<file path="config.mk">
export PLATFORM = sky130hd
export DESIGN_NAME = key_debounce_flat
export DESIGN_NICKNAME = d
export VERILOG_FILES = /design/src/rtl/key_debounce_if.sv /design/src/rtl/key_debounce.sv /design/src/flat_wrapper.sv
export SDC_FILE = /design/constraint.sdc
export NUM_CORES = 1
export LEC_CHECK = 0
export CORE_UTILIZATION = 35
export DETAILED_ROUTE_END_ITERATION = 10
export PLACE_DENSITY = 0.58
export REMOVE_ABC_BUFFERS = 1
export SLEW_MARGIN = 20
export SYNTH_ARGS = -nofsm -noshare
export SYNTH_HDL_FRONTEND = slang
export SYNTH_SLANG_ARGS = --single-unit
</file>
<file path="constraint.sdc">
create_clock -name clk -period 2.5 [get_ports clk]
set_input_delay 0.5 -clock clk [delete_from_list [all_inputs] [get_ports clk]]
set_output_delay 0.5 -clock clk [all_outputs]
set_load 0.005 [all_outputs]
</file>
<file path="src/rtl/key_debounce_if.sv">
// Key channel bundle: raw active-low buttons in, debounced level and edge strobes out.
interface key_debounce_if #(
    parameter int NUM_KEYS = 4
);
    logic [NUM_KEYS-1:0] key_n;
    logic [NUM_KEYS-1:0] pressed;
    logic [NUM_KEYS-1:0] press_pulse;
    logic [NUM_KEYS-1:0] release_pulse;

    modport master (
        output key_n,
        input  pressed,
        input  press_pulse,
        input  release_pulse
    );

    modport slave (
        input  key_n,
        output pressed,
        output press_pulse,
        output release_pulse
    );
endinterface

</file>
<file path="src/rtl/key_debounce.sv">
// Per-key two-flop synchronizer followed by a stability-counter debouncer.
// A new level must be seen for STABLE_CYCLES consecutive samples before it is accepted.
module key_debounce #(
    parameter int NUM_KEYS      = 4,
    parameter int STABLE_CYCLES = 1_000_000
) (
    input  logic           clk,
    input  logic           rst_n,
    key_debounce_if.slave  bus
);

    localparam int              CW      = (STABLE_CYCLES > 1) ? $clog2(STABLE_CYCLES) : 1;
    localparam logic [CW-1:0]   CNT_MAX = CW'(STABLE_CYCLES - 1);

    typedef enum logic [1:0] {
        ST_STABLE,
        ST_CHANGING,
        ST_ACCEPT
    } phase_e;

    logic [NUM_KEYS-1:0] r_sync1;
    logic [NUM_KEYS-1:0] r_sync2;
    logic [NUM_KEYS-1:0] r_pressed;
    logic [NUM_KEYS-1:0] r_press_pulse;
    logic [NUM_KEYS-1:0] r_release_pulse;
    logic [CW-1:0]       r_cnt [NUM_KEYS];

    logic [NUM_KEYS-1:0] w_sample;
    logic [NUM_KEYS-1:0] w_pressed_nxt;
    logic [NUM_KEYS-1:0] w_press_nxt;
    logic [NUM_KEYS-1:0] w_release_nxt;
    logic [CW-1:0]       w_cnt_nxt [NUM_KEYS];
    phase_e              w_phase   [NUM_KEYS];

    assign w_sample = ~r_sync2;

    // Next-state: classify each channel, then advance its counter and level.
    always_comb begin
        for (int i = 0; i < NUM_KEYS; i++) begin
            // NOTE: every comb output gets a default before any branch, so no latch can be inferred.
            w_phase[i]       = ST_STABLE;
            w_cnt_nxt[i]     = '0;
            w_pressed_nxt[i] = r_pressed[i];
            if (w_sample[i] != r_pressed[i]) begin
                w_phase[i] = (r_cnt[i] == CNT_MAX) ? ST_ACCEPT : ST_CHANGING;
            end
            case (w_phase[i])
                ST_CHANGING: w_cnt_nxt[i] = r_cnt[i] + 1'b1;
                ST_ACCEPT:   w_pressed_nxt[i] = w_sample[i];
                default:     w_cnt_nxt[i] = '0;
            endcase
        end
    end

    // Output: strobes fire only on the accepting cycle, polarity set by the new level.
    always_comb begin
        for (int i = 0; i < NUM_KEYS; i++) begin
            w_press_nxt[i]   = (w_phase[i] == ST_ACCEPT) &&  w_sample[i];
            w_release_nxt[i] = (w_phase[i] == ST_ACCEPT) && !w_sample[i];
        end
    end

    // Synchronizer idles at 1 so a held-released key reads as released out of reset.
    always_ff @(posedge clk or negedge rst_n) begin
        if (!rst_n) begin
            r_sync1         <= '1;
            r_sync2         <= '1;
            r_pressed       <= '0;
            r_press_pulse   <= '0;
            r_release_pulse <= '0;
            for (int i = 0; i < NUM_KEYS; i++) begin
                r_cnt[i] <= '0;
            end
        end else begin
            // NOTE: state uses non-blocking assignment so sync1->sync2 shifts by one edge, not zero.
            r_sync1         <= bus.key_n;
            r_sync2         <= r_sync1;
            r_pressed       <= w_pressed_nxt;
            r_press_pulse   <= w_press_nxt;
            r_release_pulse <= w_release_nxt;
            for (int i = 0; i < NUM_KEYS; i++) begin
                r_cnt[i] <= w_cnt_nxt[i];
            end
        end
    end

    assign bus.pressed       = r_pressed;
    assign bus.press_pulse   = r_press_pulse;
    assign bus.release_pulse = r_release_pulse;

endmodule

</file>
<file path="src/flat_wrapper.sv">
// flat-port wrapper written by rule: the top's interface ports become plain ports
module key_debounce_flat 
#(
    parameter int NUM_KEYS      = 4,
    parameter int STABLE_CYCLES = 1_000_000
)
  (clk, rst_n, bus_key_n, bus_pressed, bus_press_pulse, bus_release_pulse);
  key_debounce_if #(.NUM_KEYS(NUM_KEYS)) bus_i ();
  input  logic clk;
  input  logic rst_n;
  input wire logic [$bits(bus_i.key_n)-1:0] bus_key_n;
  output wire logic [$bits(bus_i.pressed)-1:0] bus_pressed;
  output wire logic [$bits(bus_i.press_pulse)-1:0] bus_press_pulse;
  output wire logic [$bits(bus_i.release_pulse)-1:0] bus_release_pulse;
  assign bus_i.key_n = bus_key_n;
  assign bus_pressed = bus_i.pressed;
  assign bus_press_pulse = bus_i.press_pulse;
  assign bus_release_pulse = bus_i.release_pulse;
  key_debounce #(.NUM_KEYS(NUM_KEYS), .STABLE_CYCLES(STABLE_CYCLES)) u_core (.clk(clk), .rst_n(rst_n), .bus(bus_i));
endmodule
</file>
==> impl_metrics.env, run 1 <==
export IMPL_drt_iter0_drc=154
export IMPL_maxCapViolations=0
export IMPL_critical_path_arrival_ps=2150
export IMPL_cts_repair_resized=0
export IMPL_yosys_area_top_type="dfrtp_1"
export IMPL_place_gp_congestion=0.787
export IMPL_die_area_sq_mm=0.0138
export IMPL_hold_slack_ps=130
export IMPL_yosysWarnings=0
export IMPL_rr_worst_depth=5
export IMPL_vias=3408
export IMPL_crit_path_cell_trace="nor4b_1 > nand4_1 > o21ai_2 > buf_4 > nor2_1"
export IMPL_ys_seq_area_share_pct=53.8
export IMPL_ys_ff_latch=100
export IMPL_crit_path_end_kind="flip-flop"
export IMPL_finalPower_w=0.00319
export IMPL_ir_drop_mv=0.344
export IMPL_cts_tree="yes"
export IMPL_row_count=41
export IMPL_finalNetCount=504
export IMPL_avgRoutedWirePerCell_microns=12.9
export IMPL_setup_viol=0
export IMPL_grt_ovfl_total=0
export IMPL_cts_made_buffers=9
export IMPL_syn2layout_area_growth_pct=15.6
export IMPL_hpwl_microns=6110
export IMPL_required_ps=2730
export IMPL_cts_hold_buf=0
export IMPL_rr_endpoint="u_core.r_cnt[64]$_DFF_PN0_"
export IMPL_max_freq_mhz=520
export IMPL_portBuffers=17
export IMPL_ys_async_sr_fraction_pct=100
export IMPL_clk_pin_slew_ps=70
export IMPL_synth_enable_flop_cells=0
export IMPL_finalCriticalPeriod_ps=1920
export IMPL_synthFlopType="dfrtp_1"
export IMPL_power_density_mw_per_mm2=590
export IMPL_layout_drive_gt1_share_pct=8.62
export IMPL_fin_crit_sh_pct=76.9
export IMPL_synth_area_sq_mm=0.00467
export IMPL_start_util_pct=36.4
export IMPL_numClockSinks=100
export IMPL_rsz0062_at_grt="false"
export IMPL_clk_latency_ps=340
export IMPL_netlist_instances=465
export IMPL_drc=0
export IMPL_grt_pass1_vias=3354
export IMPL_synthTopCellsByArea="dfrtp_1 49%, xnor2_1 9.7%, nor2_1 6.7%"
export IMPL_grt_use_total_pct=13.6
export IMPL_final_cell_mix="92 x dfrtp_1, 84 x nor2_1, 52 x xnor2_1"
export IMPL_drt_pass1_iterations=4
export IMPL_cts_setup_buffers=0
export IMPL_timing_rr_start="u_core.r_cnt[68]$_DFF_PN0_"
export IMPL_worst_slew_pin_transition_ps=648
export IMPL_final_area_sq_mm=0.00540
export IMPL_antenna_left=0
export IMPL_fp_coreArea_sq_mm=0.0128
export IMPL_syn_avg_cell_area_sq_um=10.0
export IMPL_antenna_found_initial=0
export IMPL_die_x_microns=118
export IMPL_skew_ps=10.3
export IMPL_cp_start_kind="flip-flop"
export IMPL_worst_path_max_delay_cell="nor4b_1"
export IMPL_routed_wl_microns=8670
export IMPL_tns_ps=0
export IMPL_final_common_cell="dfrtp_1"
export IMPL_hold_path_class="input pin to asynchronous set/reset pin"
export IMPL_grt_max_degree=48
export IMPL_r2r_slack_ps=580
export IMPL_slew_headroom_pct=56.4
export IMPL_cts_root_buf="clkbuf_16"
export IMPL_p_leak_nw=2.07
export IMPL_hold_violations=0
export IMPL_io_pins=18
export IMPL_cp_max_fo=11
export IMPL_cts_buffer_depth=2
export IMPL_status="finished, final reports clean"
export IMPL_synth_distinct_cells=41
export IMPL_routed_via_density=5.08
export IMPL_yosysTopAreaCellShare_pct=49.3
export IMPL_critPathMaxStageDelay_ps=470
export IMPL_fp_dieH_microns=118
export IMPL_crit_type="flip-flop to flip-flop"
export IMPL_cts_max_level=3
export IMPL_place_area_sq_mm=0.00509
export IMPL_drv_slew=0
export IMPL_fin_util_pct=42.1
export IMPL_antenna_cells=0
export IMPL_grt_pass1_wl_microns=15400
[cell usage after synthesis (3+ instances only)]
library cell	count
a21oi_1	7
nor2_1	84
nor4b_1	4
or3_1	5
and3_1	11
o221ai_1	5
xnor2_1	52
ha_1	4
nand2_1	27
clkbuf_1	3
o21ai_0	12
nand4_1	20
nor3_1	23
dfstp_2	8
nand4b_1	3
dfrtp_1	92
nand3_1	23
xor2_1	10
a211oi_1	3
and3b_1	4
inv_1	16
nor4_1	20
[power by group]
| part | leakage [nW] | switching, W | internal [W] |
|---|---|---|---|
| registers | 1.36 | 0.0000219 | 0.00164 |
| clock network | 0.145 | 0.000631 | 0.000792 |
| logic | 0.561 | 0.0000646 | 0.0000336 |
[kinds of logic (layout without fill, tap and decap cells)]
kind of cell	count (synthesis)	count (layout)	synth area share (%)
compound gates	35	35	4.74
xor+xnor	62	62	11.6
fa+ha+maj	4	4	1.07
buf+inv	23	57	2.06
flops	100	100	53.8
mux	2	2	0.428
simple gates	239	239	26.3
[stage by stage]
stage	setup slack, ps	cells
final	579	671
after detailed placement	581	655
after global routing	409	671
after floorplan	576	458
after CTS	565	671
after global placement	606	655
[final cells by class]
class                   count  area, sq um
inverters                  16         60.1
clock inverters             7         82.6
flip-flops and latches    100         2510
well taps                 172          215
repair buffers             25          240
fillers                  1240         7420
multi-input cells         342         2060
clock buffers               9          225
[flip-flops by register name, summed over array words and instances, names as in the netlist]
signal,cells
u_core.r_cnt,80
u_core.bus.press_pulse,4
u_core.bus.pressed,4
u_core.bus.release_pulse,4
u_core.r_sync1,4
u_core.r_sync2,4
[metal layers]
layer | vias up | wire [microns] | GRT usage, % | part of all wire [%]
li1 | 1681 | - | - | -
met1 | 1667 | 4300 | 18.1 | 50
met2 | 43 | 3990 | 21.4 | 46
met3 | 17 | 174 | 2.23 | 2.0
met4 | 0 | 210 | 6.81 | 2.4
met5 | - | 0 | 0 | 0
[worst max-delay path by stage]
| stage | from | endpoint | slack [ps] |
|---|---|---|---|
| 4_1_cts | u_core.r_cnt[68]$_DFF_PN0_ | u_core.r_cnt[64]$_DFF_PN0_ | 560 |
| 3_5_place_dp | u_core.r_cnt[68]$_DFF_PN0_ | u_core.r_cnt[69]$_DFF_PN0_ | 580 |
| 5_1_grt | u_core.r_cnt[68]$_DFF_PN0_ | u_core.r_cnt[66]$_DFF_PN0_ | 410 |
| 3_3_place_gp | u_core.r_cnt[68]$_DFF_PN0_ | u_core.r_cnt[70]$_DFF_PN0_ | 610 |
| 6_report | u_core.r_cnt[68]$_DFF_PN0_ | u_core.r_cnt[64]$_DFF_PN0_ | 580 |
| 2_1_floorplan | u_core.r_cnt[40]$_DFF_PN0_ | u_core.r_cnt[42]$_DFF_PN0_ | 580 |
[critical path: cells and delay by family, from the launching register on]
| family | cells | cell delay (ps) |
|---|---|---|
| AND/OR/NAND/NOR | 3 | 750 |
| AO/OA/AOI/OAI | 1 | 360 |
| buffers and inverters | 1 | 250 |
| flip-flops | 1 | 450 |
No activity file was read; power rests on OpenSTA's default activity.
==> inputs of run 2 (changes only) <==
--- a/config.mk
+++ b/config.mk
@@ -7,7 +7,7 @@
 export LEC_CHECK = 0
 export CORE_UTILIZATION = 35
 export DETAILED_ROUTE_END_ITERATION = 10
-export PLACE_DENSITY = 0.58
+export PLACE_DENSITY = 0.6
 export REMOVE_ABC_BUFFERS = 1
 export SLEW_MARGIN = 20
 export SYNTH_ARGS = -nofsm -noshare
==> constraint.sdc (replaced) <==
create_clock -name clk -period 1.75 [get_ports clk]
set_input_delay 0.35 -clock clk [delete_from_list [all_inputs] [get_ports clk]]
set_output_delay 0.35 -clock clk [all_outputs]
set_load 0.005 [all_outputs]
==> impl_metrics.env, run 2 (synthesis gave the netlist of run 1 again) <==
export IMPL_syn2layout_area_growth_pct=23.9
export IMPL_routed_wl_microns=9320
export IMPL_cp_start_kind="flip-flop"
export IMPL_drv_slew=0
export IMPL_clk_latency_ps=350
export IMPL_numClockSinks=100
export IMPL_dp_slack_ps=13.2
export IMPL_drt_pass1_iterations=4
export IMPL_final_common_cell="dfrtp_1"
export IMPL_critical_path_arrival_ps=1960
export IMPL_row_count=41
export IMPL_grt_max_degree=29
export IMPL_drc=0
export IMPL_cts_made_buffers=9
export IMPL_holdCritStartpoint="u_core.r_sync1[3]$_DFF_PN1_"
export IMPL_grt_pass1_wl_microns=16500
export IMPL_hold_violations=0
export IMPL_crit_type="flip-flop to flip-flop"
export IMPL_hpwl_microns=6490
export IMPL_place_gp_congestion=0.791
export IMPL_fp_dieH_microns=118
export IMPL_fin_ws_ps=59.4
export IMPL_maxCapViolations=0
export IMPL_fin_crit_sh_pct=96.6
export IMPL_cts_max_level=3
export IMPL_rr_worst_depth=4
export IMPL_power_density_mw_per_mm2=781
export IMPL_skew_ps=6.71
export IMPL_hold_path_class="flip-flop to flip-flop"
export IMPL_antenna_cells=0
export IMPL_routed_via_density=4.97
export IMPL_finalCriticalPeriod_ps=1690
export IMPL_top_register="u_core.r_cnt"
export IMPL_multi_input_area_sq_mm=0.00215
export IMPL_drt_iter0_drc=152
export IMPL_required_ps=2020
export IMPL_avgRoutedWirePerCell_microns=13.2
export IMPL_grt_pass1_vias=3597
export IMPL_ir_drop_mv=0.514
export IMPL_timing_rr_start="u_core.r_cnt[6]$_DFF_PN0_"
export IMPL_final_cell_mix="91 x dfrtp_1, 84 x nor2_1, 52 x xnor2_1"
export IMPL_antenna_left=0
export IMPL_grt_ovfl_total=0
export IMPL_worst_path_max_delay_cell="or4_4"
export IMPL_fin_util_pct=45.1
export IMPL_regArea_sq_mm=0.00251
export IMPL_start_util_pct=36.4
export IMPL_finalPower_w=0.00452
export IMPL_n_fill_cell=1208
export IMPL_worst_slew_pin_transition_ps=438
export IMPL_antenna_found_initial=0
export IMPL_slew_headroom_pct=70.6
export IMPL_crit_path_end_kind="flip-flop"
export IMPL_cts_buffer_depth=2
export IMPL_max_freq_mhz=591
export IMPL_setup_viol=0
export IMPL_cts_tree="yes"
export IMPL_p_leak_nw=2.26
export IMPL_critPathBufInv=0
export IMPL_cp_num_cells=4
export IMPL_clk_pin_slew_ps=60
export IMPL_die_x_microns=118
export IMPL_grt_use_total_pct=14.5
export IMPL_crit_start="u_core.r_cnt[6]$_DFF_PN0_"
export IMPL_crit_path_cell_trace="nand4_4 > or4_4 > or3_1 > a21oi_1"
export IMPL_finalNetCount=541
export IMPL_layout_drive_gt1_share_pct=16.6
export IMPL_cp_max_fo=5
export IMPL_crit_family="simple AND/OR/NAND/NOR gates"
export IMPL_vias=3520
export IMPL_critPathMaxStageDelay_ps=560
export IMPL_io_pins=18
export IMPL_largest_reg_flops=80
export IMPL_die_area_sq_mm=0.0138
export IMPL_worstHoldPathCells=0
export IMPL_status="finished, final reports clean"
export IMPL_rsz0062_at_grt="true"
export IMPL_portBuffers=17
export IMPL_fp_coreArea_sq_mm=0.0128
export IMPL_cts_root_buf="clkbuf_16"
-- run 2: per-stage QoR --
step | instances | TNS (ps) | instance area (sq um) | hold WS, ps
final | 708 | 0 | 5790 | 354
after global routing | 708 | -163 | 5790 | 360
after CTS | 707 | 0 | 5690 | 351
after detailed placement | 690 | 0 | 5390 | 309
after global placement | 690 | 0 | 5390 | 309
after floorplan | 458 | -5510 | 4640 | 54.4
-- run 2: routing by layer --
metal,up-vias,part of all wire (%),GRT usage [%]
li1,1755,-,-
met1,1701,49,18.7
met2,51,46,23.3
met3,13,2.5,3.25
met4,0,1.8,6.49
met5,-,0,0
-- run 2: layout make-up --
class	instances	area share [%]
inverters	16	1.04
clock buffers	14	4.39
clock inverters	2	0.605
flip-flops and latches	100	43.4
multi-input cells	342	37.1
repair buffers	62	9.71
well taps	172	3.72
-- run 2: power breakdown --
part	internal (W)	switching, W	total (W)	leakage (nW)
Clock	0.00115	0.000817	0.00196	0.141
Combinational	0.0000705	0.0000980	0.000168	0.762
Sequential	0.00235	0.0000345	0.00239	1.36
-- run 2: worst paths after layout --
path | slack (ps) | to
worst max register to register | 60 | u_core.r_cnt[17]$_DFF_PN0_
worst max-delay path | 60 | u_core.r_cnt[17]$_DFF_PN0_
worst min-delay path | 350 | u_core.r_sync2[3]$_DFF_PN1_
min in group asynchronous | 470 | u_core.r_cnt[13]$_DFF_PN0_
max in group asynchronous | 750 | u_core.r_sync2[1]$_DFF_PN1_
worst min register to register | 350 | u_core.r_sync2[3]$_DFF_PN1_
-- run 2: repair_timing --
| item | CTS | global route |
|---|---|---|
| hold endpoints to repair | 22 | 0 |
| resized for setup | 0 | 17 |
| endpoints found under the setup margin | 0 | 66 |
| hold buffers | 1 | 0 |
| setup buffers | 0 | 1 |
